==> src/rtl/global_defs.sv <==
// Shared front-end types: instruction/address words and the fetch-to-dispatch
// instruction FIFO entry, plus the default FIFO depth.
package global_defs;

  typedef logic [31:0] instr_t;
  typedef logic [31:0] addr_t;

  typedef struct packed {
    instr_t instr;
    addr_t  pc;
    logic   is_cond_br;
    logic   br_dir_pred;
    addr_t  br_target_pred;
  } ififo_entry_t;

  localparam int unsigned IFIFO_N_ENTRIES = 8;

endpackage

==> src/rtl/ififo_ptr.sv <==
// Wrap-around FIFO pointer: increments on inc, synchronous clear, synchronous
// active-low reset (reset takes priority over clear).
module ififo_ptr #(
  parameter int unsigned PTR_WIDTH = 3
) (
  input  logic                 clk,
  input  logic                 rst_aL,
  input  logic                 inc,
  input  logic                 clr,
  output logic [PTR_WIDTH-1:0] ptr
);

  always_ff @(posedge clk) begin
    if (!rst_aL) begin
      ptr <= '0;
    end else if (clr) begin
      ptr <= '0;
    end else if (inc) begin
      ptr <= ptr + PTR_WIDTH'(1);
    end
  end

endmodule

==> src/rtl/ififo.sv <==
// Instruction FIFO between fetch and dispatch with flush on fetch redirect.
// Optional same-cycle bypass of an empty FIFO under `IFIFO_BYPASS_EN.
module ififo
  import global_defs::*;
#(
  parameter int unsigned N_ENTRIES = IFIFO_N_ENTRIES,
  parameter int unsigned PTR_WIDTH = $clog2(N_ENTRIES)
) (
  input  logic               clk,
  input  logic               rst_aL,
  input  logic               fetch_ififo_valid,
  input  ififo_entry_t       fetch_ififo_data,
  output logic               fetch_ififo_ready,
  output logic               ififo_dispatch_valid,
  output ififo_entry_t       ififo_dispatch_data,
  input  logic               ififo_dispatch_ready,
  input  logic               fetch_redirect_valid,
  output logic [PTR_WIDTH:0] ififo_count
);

  localparam logic [PTR_WIDTH:0] CNT_FULL = (PTR_WIDTH + 1)'(N_ENTRIES);
  localparam logic [PTR_WIDTH:0] CNT_ONE  = (PTR_WIDTH + 1)'(1);

  ififo_entry_t         storage [N_ENTRIES];
  logic [PTR_WIDTH-1:0] head;
  logic [PTR_WIDTH-1:0] tail;
  logic [PTR_WIDTH:0]   count;
  logic                 empty;
  logic                 enq;
  logic                 enq_store;
  logic                 deq_store;

  assign empty             = (count == '0);
  assign fetch_ififo_ready = (count != CNT_FULL);
  assign enq = fetch_ififo_valid & fetch_ififo_ready & ~fetch_redirect_valid;
  assign ififo_count       = count;

`ifdef IFIFO_BYPASS_EN
  logic bypass;

  // A bypassed entry taken by dispatch never touches storage, so only
  // stored entries advance head and only untaken ones are written.
  assign bypass               = empty & fetch_ififo_valid & ~fetch_redirect_valid;
  assign ififo_dispatch_valid = ~empty | bypass;
  assign ififo_dispatch_data  = bypass ? fetch_ififo_data : storage[head];
  assign deq_store = ~empty & ififo_dispatch_ready & ~fetch_redirect_valid;
  assign enq_store = enq & ~(bypass & ififo_dispatch_ready);
`else
  assign ififo_dispatch_valid = ~empty;
  assign ififo_dispatch_data  = storage[head];
  assign deq_store = ififo_dispatch_valid & ififo_dispatch_ready & ~fetch_redirect_valid;
  assign enq_store = enq;
`endif

  ififo_ptr #(.PTR_WIDTH(PTR_WIDTH)) u_head_ptr (
    .clk    (clk),
    .rst_aL (rst_aL),
    .inc    (deq_store),
    .clr    (fetch_redirect_valid),
    .ptr    (head)
  );

  ififo_ptr #(.PTR_WIDTH(PTR_WIDTH)) u_tail_ptr (
    .clk    (clk),
    .rst_aL (rst_aL),
    .inc    (enq_store),
    .clr    (fetch_redirect_valid),
    .ptr    (tail)
  );

  always_ff @(posedge clk) begin
    if (!rst_aL) begin
      for (int unsigned i = 0; i < N_ENTRIES; i++) begin
        storage[i] <= '0;
      end
    end else if (enq_store) begin
      storage[tail] <= fetch_ififo_data;
    end
  end

  always_ff @(posedge clk) begin
    if (!rst_aL || fetch_redirect_valid) begin
      count <= '0;
    end else begin
      case ({enq_store, deq_store})
        2'b10:   count <= count + CNT_ONE;
        2'b01:   count <= count - CNT_ONE;
        default: count <= count;
      endcase
    end
  end

endmodule

==> config.mk <==
export PLATFORM = sky130hd
export DESIGN_NAME = ififo
export DESIGN_NICKNAME = d
export VERILOG_FILES = /design/src/rtl/global_defs.sv /design/src/rtl/ififo_ptr.sv /design/src/rtl/ififo.sv
export SDC_FILE = /design/constraint.sdc
export NUM_CORES = 1
export LEC_CHECK = 0
export CORE_MARGIN = 2
export CORE_UTILIZATION = 30
export CTS_BUF_LIST = sky130_fd_sc_hd__clkbuf_16
export CTS_CLUSTER_SIZE = 12
export DETAILED_ROUTE_END_ITERATION = 6
export GPL_TIMING_DRIVEN = 1
export PLACE_DENSITY = 0.42
export SKIP_LAST_GASP = 1
export SYNTH_ARGS = -nofsm -noshare
export SYNTH_HDL_FRONTEND = slang
export SYNTH_SLANG_ARGS = --single-unit
export TNS_END_PERCENT = 100
==> constraint.sdc <==
create_clock -name clk -period 11.56 [get_ports clk]
set_input_delay 1.734 -clock clk [delete_from_list [all_inputs] [get_ports clk]]
set_output_delay 1.734 -clock clk [all_outputs]
set_load 0.03 [all_outputs]
# Word-level counts from Yosys, hierarchy flattened
# Memories as Yosys holds them, arrays and structs flattened. A register that Yosys moved wholly into a read port is not among the register bits.
# Cells that the tools add are included.
# W data, S select, Z words.
dict set report word_totals {
  register_bits 10
  mem_bits_rw 784
  elab_cells 34
  output_inout_bits 104
  in_bits 103
  memories 1
}
# memory depth width rd rd_ports_with_merged_regs write_ports line
set mem_list {}
lappend mem_list {storage 8 98 1 1 8 ififo.sv:24} ;# ififo_entry_t storage [N_ENTRIES];
dict set report classes {
  bitwise 7
  n_eq_ne 3
  n_mux 10
  n_reduce_logical 6
  addsub 4
}
# op n
set op_table {}
lappend op_table {{$mux W98} 1}
lappend op_table {{$reduce_or A98 Y1} 1}
lappend op_table {{$mux W3} 3}
lappend op_table {{$pmux W4 S2} 1}
lappend op_table {{$add A3 B1 Y3 const B} 2}
lappend op_table {{$mux W1} 5}
lappend op_table {{$add A4 B1 Y4 const B} 1}
lappend op_table {{$and A1 B1 Y1} 4}
lappend op_table {{$logic_not A4 Y1} 1}
lappend op_table {{$ne A4 B4 Y1 const B} 1}
lappend op_table {{$sub A4 B1 Y4 const B} 1}
lappend op_table {{$not A1 Y1} 3}
lappend op_table {{$eq A2 B1 Y1 const B} 1}
lappend op_table {{$eq A2 B2 Y1 const B} 1}
lappend op_table {{$reduce_bool A2 Y1} 1}
lappend op_table {{$reduce_or A2 Y1} 1}
lappend op_table {{$logic_not A1 Y1} 1}
lappend op_table {{$logic_or A1 B1 Y1} 1}

# Depth between registers and ports, before layout
dict set report depth {
  word_depth 8
  mapped_depth 12
  ltp_nobuf 10
}

# By module
# Synthesis repeated with hierarchy kept, for this count alone.
dict set report hier_totals {
  cells_unflattened 2079
  hier_area_um2 35412.7
}
# mod seq_area_each_um2 instances cells_each area_per_inst_um2
set modules_own_cells {}
lappend modules_own_cells {ififo 23622.7 1 2055 35157.5}
lappend modules_own_cells {ififo_ptr 60.1 2 12 127.6}

# Least setup slack after synthesis
# OpenSTA, ideal clock, no wires.
dict set report synth_path {
  kind {input to register}
  startpoint {input rst_aL}
  endpoint {memory storage[3][0] (netlist bit), enable pin}
  cell_stages 4
  path_slack_ns 1.616
  required_ns 10.870
  arrival_time_ns 9.253
  path_buffers 1
  setup_ns 0.690
  cell_sequence {buf_2 > nor3b_1 > nand2_1 > o21ai_0}
}
# element line
set synth_rtl {}
lappend synth_rtl {{from (decl)} ififo.sv:10} ;# input logic rst_aL,
lappend synth_rtl {{to (decl)} ififo.sv:24}

==> qor.csv <==
stage,metric,value,unit
global_route,grt_pass1_wl,146200,microns
layout,fin_util,35.89,%
clock_network,clockBufferDepth,3,
hold_path,hold_path_class,flip-flop to flip-flop,
setup_path,required,9.83,ns
yosys,syn_area_per_cell,17.00,sq um
placement,dp_hpwl,52100,microns
clock_network,clock-root-buffer,clkbuf_16,
timing,hold-worst-slack,0.4911,ns
floorplan,rows,126,
timing,worstMarginPinSlew,1.117,ns
placement,gp_congestion,0.6871,
global_route,antenna_found_initial,13,
layout,nets,2398,
routing,dr.first_iter.drc_count,1119,
setup_path,critPathCaptureType,primary output,
job,cap_violations,0,
yosys,synth_edf_count,784,
yosys,synth_cells,2086,
placement,numPortBuffers,206,
floorplan,initial_core_util,30.16,%
global_route,grt-ovfl-total,0,
power,leakage,0.01481,uW
timing,drv_slew,0,
layout,drive_gt1_share,20.60,%
routing,first_pass_iters,4,
yosys,synth_nets,2194,
timing,slew-limit-headroom,25.53,%
layout,synthToLayoutAreaGrowth,19.03,%
clock_network,postCtsResizedCells,0,
routing,wire_per_inst,25.81,microns
yosys,ys_warn_count,0,
yosys,synthFlopType,edfxtp_1,
timing,finalWorstSetupSlack,5.201,ns
timing,tns,0,ns
placement,place_ws,4.851,ns
clock_network,cts_made_buffers,97,
global_route,grt_pass1_vias,20546,
layout,regArea,23810,sq um
setup_path,startpoint_type,flip-flop,
clock_network,path_clk_slew,0.06,ns
timing,fin_crit,6.359,ns
power,ir_worst_vdd,0.1247,mV
timing,post-route-period-util,55.01,%
floorplan,ioPinCount,207,
yosys,synth_cell_types,38,
floorplan,dieArea,121000,sq um
status,status,completed,
yosys,yosysTopAreaCell,edfxtp_1,
clock_network,cts_hold_buf,0,
layout,fill_cells,11133,
layout,multi_input_area,11060,sq um
timing,setup_viol,0,
floorplan,core,117600,sq um
clock_network,post-cts-setup-buffers,0,
clock_network,clock-sinks,797,
yosys,synth-seq-cells,797,
clock_network,clk-insertion-delay-late,0.67,ns
setup_path,crit_type,flip-flop to primary output,
routing,ant_nets,0,
timing,rsz0062_at_grt,no,
routing,vias_per_cell,4.722,
yosys,synth.cell_area,35470,sq um
floorplan,die_h,347.8,microns
global_route,grt_use_total,16.79,%
power,power_density,156.0,nW/um^2
yosys,ys_async_sr_fraction,0,%
yosys,ys_seq_area_share,67.11,%
setup_path,path_max_fanout,84,
global_route,grt_max_degree,85,
yosys,synth.area.top_cells,"edfxtp_1 (66%), and2_1 (14%), mux4_2 (12%)",
setup_path,crit_arrival,4.63,ns
clock_network,cts_tree,built,
timing,fin_skew,0.02896,ns
routing,drc_errors,0,
yosys,synth_top_cell_area_share,66.38,%
routing,drt_wl_total,100800,microns
timing,finalHoldViolations,0,
timing,fmax,157.2,MHz
floorplan,die_x,347.8,microns
routing,num_vias,18445,
clock_network,cts_htree_levels,3,
[state kept, by name (all words and copies together) (netlist names), named ones only]
| name | count |
|---|---|
| storage | 784 |
| u_tail_ptr.ptr | 3 |
| u_head_ptr.ptr | 3 |
| ififo_count | 4 |
[worst paths after layout]
path	start	to	slack (ns)	cells past startpoint
min reg2reg	u_head_ptr.ptr[1]	flip-flop	0.49	2
max reg2reg	ififo_count[1]	storage[6][40]	7.19	7
max	flip-flop	ififo_dispatch_data[20]	5.20	5
min	u_head_ptr.ptr[1]	flip-flop	0.49	2
[where the power goes]
part | switching [uW] | internal, uW
clock network | 1210 | 1690
logic | 227 | 147
registers | 28.6 | 3280
[kinds of logic (layout without fill, tap and decap cells)]
kind of cell	after synthesis	after routing	synth area share (%)
simple gates	830	830	14.81
flops	797	797	67.11
mux	295	295	15.59
buf+inv	141	424	1.965
compound gates	12	12	0.1976
xor+xnor	6	6	0.1482
fa+ha+maj	5	5	0.1764
other cells	0	1	0
[cell type report]
type / instances / area share (%)
sequential: 797 / 56.41
antenna: 1 / 0.005928
multi-input combinational: 1148 / 26.19
tap: 1536 / 4.553
clock inverter: 78 / 1.283
timing repair buffer: 246 / 5.626
clock buffer: 100 / 5.928
[cell usage in the layout (no fill, tap or decap), types with 2 or more instances in the layout]
cell type | netlist | layout
mux2_2 | 98 | 98
edfxtp_1 | 784 | 784
dfxtp_1 | 13 | 10
xor2_1 | 6 | 6
nor2_4 | 0 | 2
nor2_1 | 8 | 8
clkdlybuf4s50_1 | 0 | 206
clkinv_8 | 0 | 3
nor3_4 | 1 | 3
o21ai_0 | 5 | 3
a21oi_1 | 4 | 4
dfxtp_4 | 0 | 3
clkbuf_16 | 0 | 100
nand2b_4 | 0 | 6
ha_1 | 5 | 5
nand3_1 | 5 | 5
clkinv_1 | 0 | 19
clkinv_4 | 0 | 2
nor2b_1 | 2 | 2
mux4_2 | 196 | 196
buf_4 | 1 | 39
and2_1 | 784 | 784
bufinv_16 | 0 | 6
nand2_1 | 6 | 6
inv_1 | 0 | 27
clkinv_2 | 0 | 19
nor4_4 | 2 | 2
o21ai_4 | 0 | 2
[cells in the mapped netlist (all sizes together), types with 4 or more instances]
| cell type | instances |
|---|---|
| dfxtp | 13 |
| nor2 | 10 |
| mux2 | 98 |
| mux4 | 196 |
| o21ai | 5 |
| xor2 | 6 |
| ha | 5 |
| clkbuf | 97 |
| a21oi | 4 |
| edfxtp | 784 |
| buf | 44 |
| nand2b | 7 |
| and2 | 784 |
| nand3 | 6 |
| nand2 | 7 |
[metrics by stage]
step	instance area [sq um]	cells	total power, uW
after global routing	42210	3906	6815
after floorplan	35470	2086	3557
final	42210	3906	6587
after detailed placement	39170	3727	3754
after CTS	42210	3905	6690
after global placement	39170	3727	3746
[routing by layer]
| metal | GRT usage [%] | vias up | part of all wire, % |
|---|---|---|---|
| met5 | 0 | - | 0.097 |
| met2 | 29.05 | 339 | 50 |
| met1 | 21.66 | 9766 | 43 |
| li1 | - | 8186 | - |
| met3 | 3.569 | 136 | 4.5 |
| met4 | 3.437 | 18 | 1.7 |
[critical path, cell delays in order, from the launching register on]
cell and delay, ns:
dfxtp_4 0.95, buf_12 0.67, buf_4 0.75, mux4_2 0.62, mux2_2 0.30, clkdlybuf4s50_1 0.59
No activity file was read; power rests on OpenSTA's default activity.
==> patch: new RTL, config.mk and constraints unchanged <==
The package constant `IFIFO_N_ENTRIES` goes from 8 to 4.
--- a/src/rtl/global_defs.sv
+++ b/src/rtl/global_defs.sv
@@ -13,7 +13,7 @@
     addr_t  br_target_pred;
   } ififo_entry_t;
 
-  localparam int unsigned IFIFO_N_ENTRIES = 8;
+  localparam int unsigned IFIFO_N_ENTRIES = 4;
 
 endpackage
 
Interface: changed (resized ififo_count); port bits go from 207 to 206. The function was not compared with the original's and may differ.
==> patch against the unedited design <==
- wire length is 56% lower
- worst setup slack better by 1100 ps
- design area is 49% lower
- count of clock-buffer cells in the layout is 51 lower
- sequential cell count is 396 lower
- critical path depth is 2 lower
- area after synthesis is 51% lower
- total power is 50% lower
- largest cell class unchanged
- highest routed layer unchanged
==> patch: results (changes against the unedited design) <==
- Met3 Track Usage GR: 2.55% (-1.0 points)
- # resized after CTS: 0 (unchanged)
- Total length of routed met3 wires: 1.74 mm (-62%)
- Uppermost layer routed: met5
- Routability Congestion: 0.667 (-2.9%)
- # Post-CTS Setup Buffers: 0 (unchanged)
- DR vias: 8990 (-51%)
- Worst IR Drop VDD: 0.0989 mV (-21%)
- Clock buffer count from CTS: 46 (-53%)
- H-tree levels: 2 (-1)
- Synth top area cells: edfxtp_1, and2_1, mux4_2
- Wire length of the first global-routing pass: 66.2 mm (-55%)
- Commonest cells post-synth: edfxtp_1, and2_1, mux4_2
- Delay-heaviest family, CP: buffers and inverters
- Ys flop type: edfxtp_1
- CTS max path bufs: 3 (unchanged)
- YS warnings: 0 (unchanged)
- Root Buffer: clkbuf_16
- Leakage: 7.54 nW (-49%)
- Critical Path Max Stage Delay: 910 ps (-40 ps)
- Wire length on met2: 22.2 mm (-56%)
- Hold_buf cts: 0 (unchanged)
- Vias in the first global route: 9839 (-52%)
- Hold Crit Class: flop to flop
- Worst Max-Slew Pin Slew: 1140 ps (+19.8 ps)
- Max reg flops: 392 (-50%)
- GR Util All Layers: 15.2% (-1.6 points)
- Top Usage Layer GRT: met2
- Post-synth EDFFs: 392 (-50%)
- 1st-pass router iterations: 4 (unchanged)
- Share of cells above drive strength 1: 15.9% (-4.7 points)
- Detailed Route WL: 44.7 mm (-56%)
- Largest net degree at the start of global routing: 67 (-21%)
- Metal1 wirelength: 20.0 mm (-54%)
- DP Worst Slack: 6440 ps (+1590 ps)
- Clock Skew: 15.7 ps (-13.3 ps)
- Sequential area share after synthesis: 69.0% (+1.9 points)
- FFs w/ async S/R, synth: 0% (unchanged)
- Initial DRC Count: 577 (-48%)
- Met2 usage: 25.8% (-3.2 points)
- Post-route ant nets: 0 (unchanged)
- Post-DP HPWL: 24.2 mm (-53%)
- Post-synth net total: 1105 (-50%)
- GR Util met1: 19.9% (-1.7 points)
- Clock Pin Slew Worst Setup and Hold Paths: 60 ps (about the same)
- Crit path DAT: 3480 ps (-1150 ps)
- CP Max Fanout: 59 (-30%)
- Clock Latency Late Sink: 570 ps (-100 ps)
- IO Port Bufs: 205 (-0.49%)
- Nets: 1314 (-45%)
- Int Power: 0.00253 W (-51%)
- Top reg by flops: storage
- Outcome: finished, final reports clean
- Slowest cell on crit path: buf_4
- Initial antenna violation count: 2 (-11)
- Cell variety after synth: 30 (-21%)
patch: cell families after synthesis:
family          share of synthesized area, %
fa+ha+maj                              0.188
flops                                   69.0
mux                                     12.7
compound gates                         0.369
simple gates                            15.5
xor+xnor                               0.202
buf+inv                                 1.99
patch: power by group through the flow:
stage	registers, W	logic [W]	clock network (W)
after floorplan	0.00172	0.000130	0
after global placement	0.00171	0.000269	0
after detailed placement	0.00171	0.000268	0
after CTS	0.00168	0.000269	0.00137
after global routing	0.00169	0.000278	0.00143
final	0.00168	0.000261	0.00133
patch: worst reg2reg max path: stages, from the launching register on:
cell,delay (ps)
dfxtp_1,560
nor3b_4,170
or3_1,490
o21ai_4,600
buf_4,840
patch: final cells by class:
type	instances	area (µm²)
inverter	5	18.8
timing repair buffer	223	2190
clock inverter	32	130
tap	765	957
multi-input combinational	532	5060
sequential	401	12000
clock buffer	49	1230
antenna	1	2.50
fill	5328	35800
patch: metrics by stage:
step / instances / total power, W / util, % / area [µm²] / hold slack, ps
floorplan: 1000 / 0.00185 / - / 17300 / 485
global placement: 1926 / 0.00198 / 35.2 / 20200 / 507
detailed placement: 1926 / 0.00198 / 35.2 / 20200 / 514
CTS: 2007 / 0.00332 / 37.5 / 21500 / 536
global route: 2008 / 0.00339 / 37.5 / 21500 / 572
finish: 2008 / 0.00327 / 37.5 / 21500 / 532
patch: worst paths after layout:
kind / from / to / slack, ps / cells after the start
setup / recovery: flop / ififo_dispatch_data[66] / 6350 / 3
hold / removal: u_head_ptr.ptr[1] / u_head_ptr.ptr[1] / 530 / 2
setup reg to reg: ififo_count[1] / storage[3][88] / 8470 / 4
hold reg to reg: u_head_ptr.ptr[1] / u_head_ptr.ptr[1] / 530 / 2
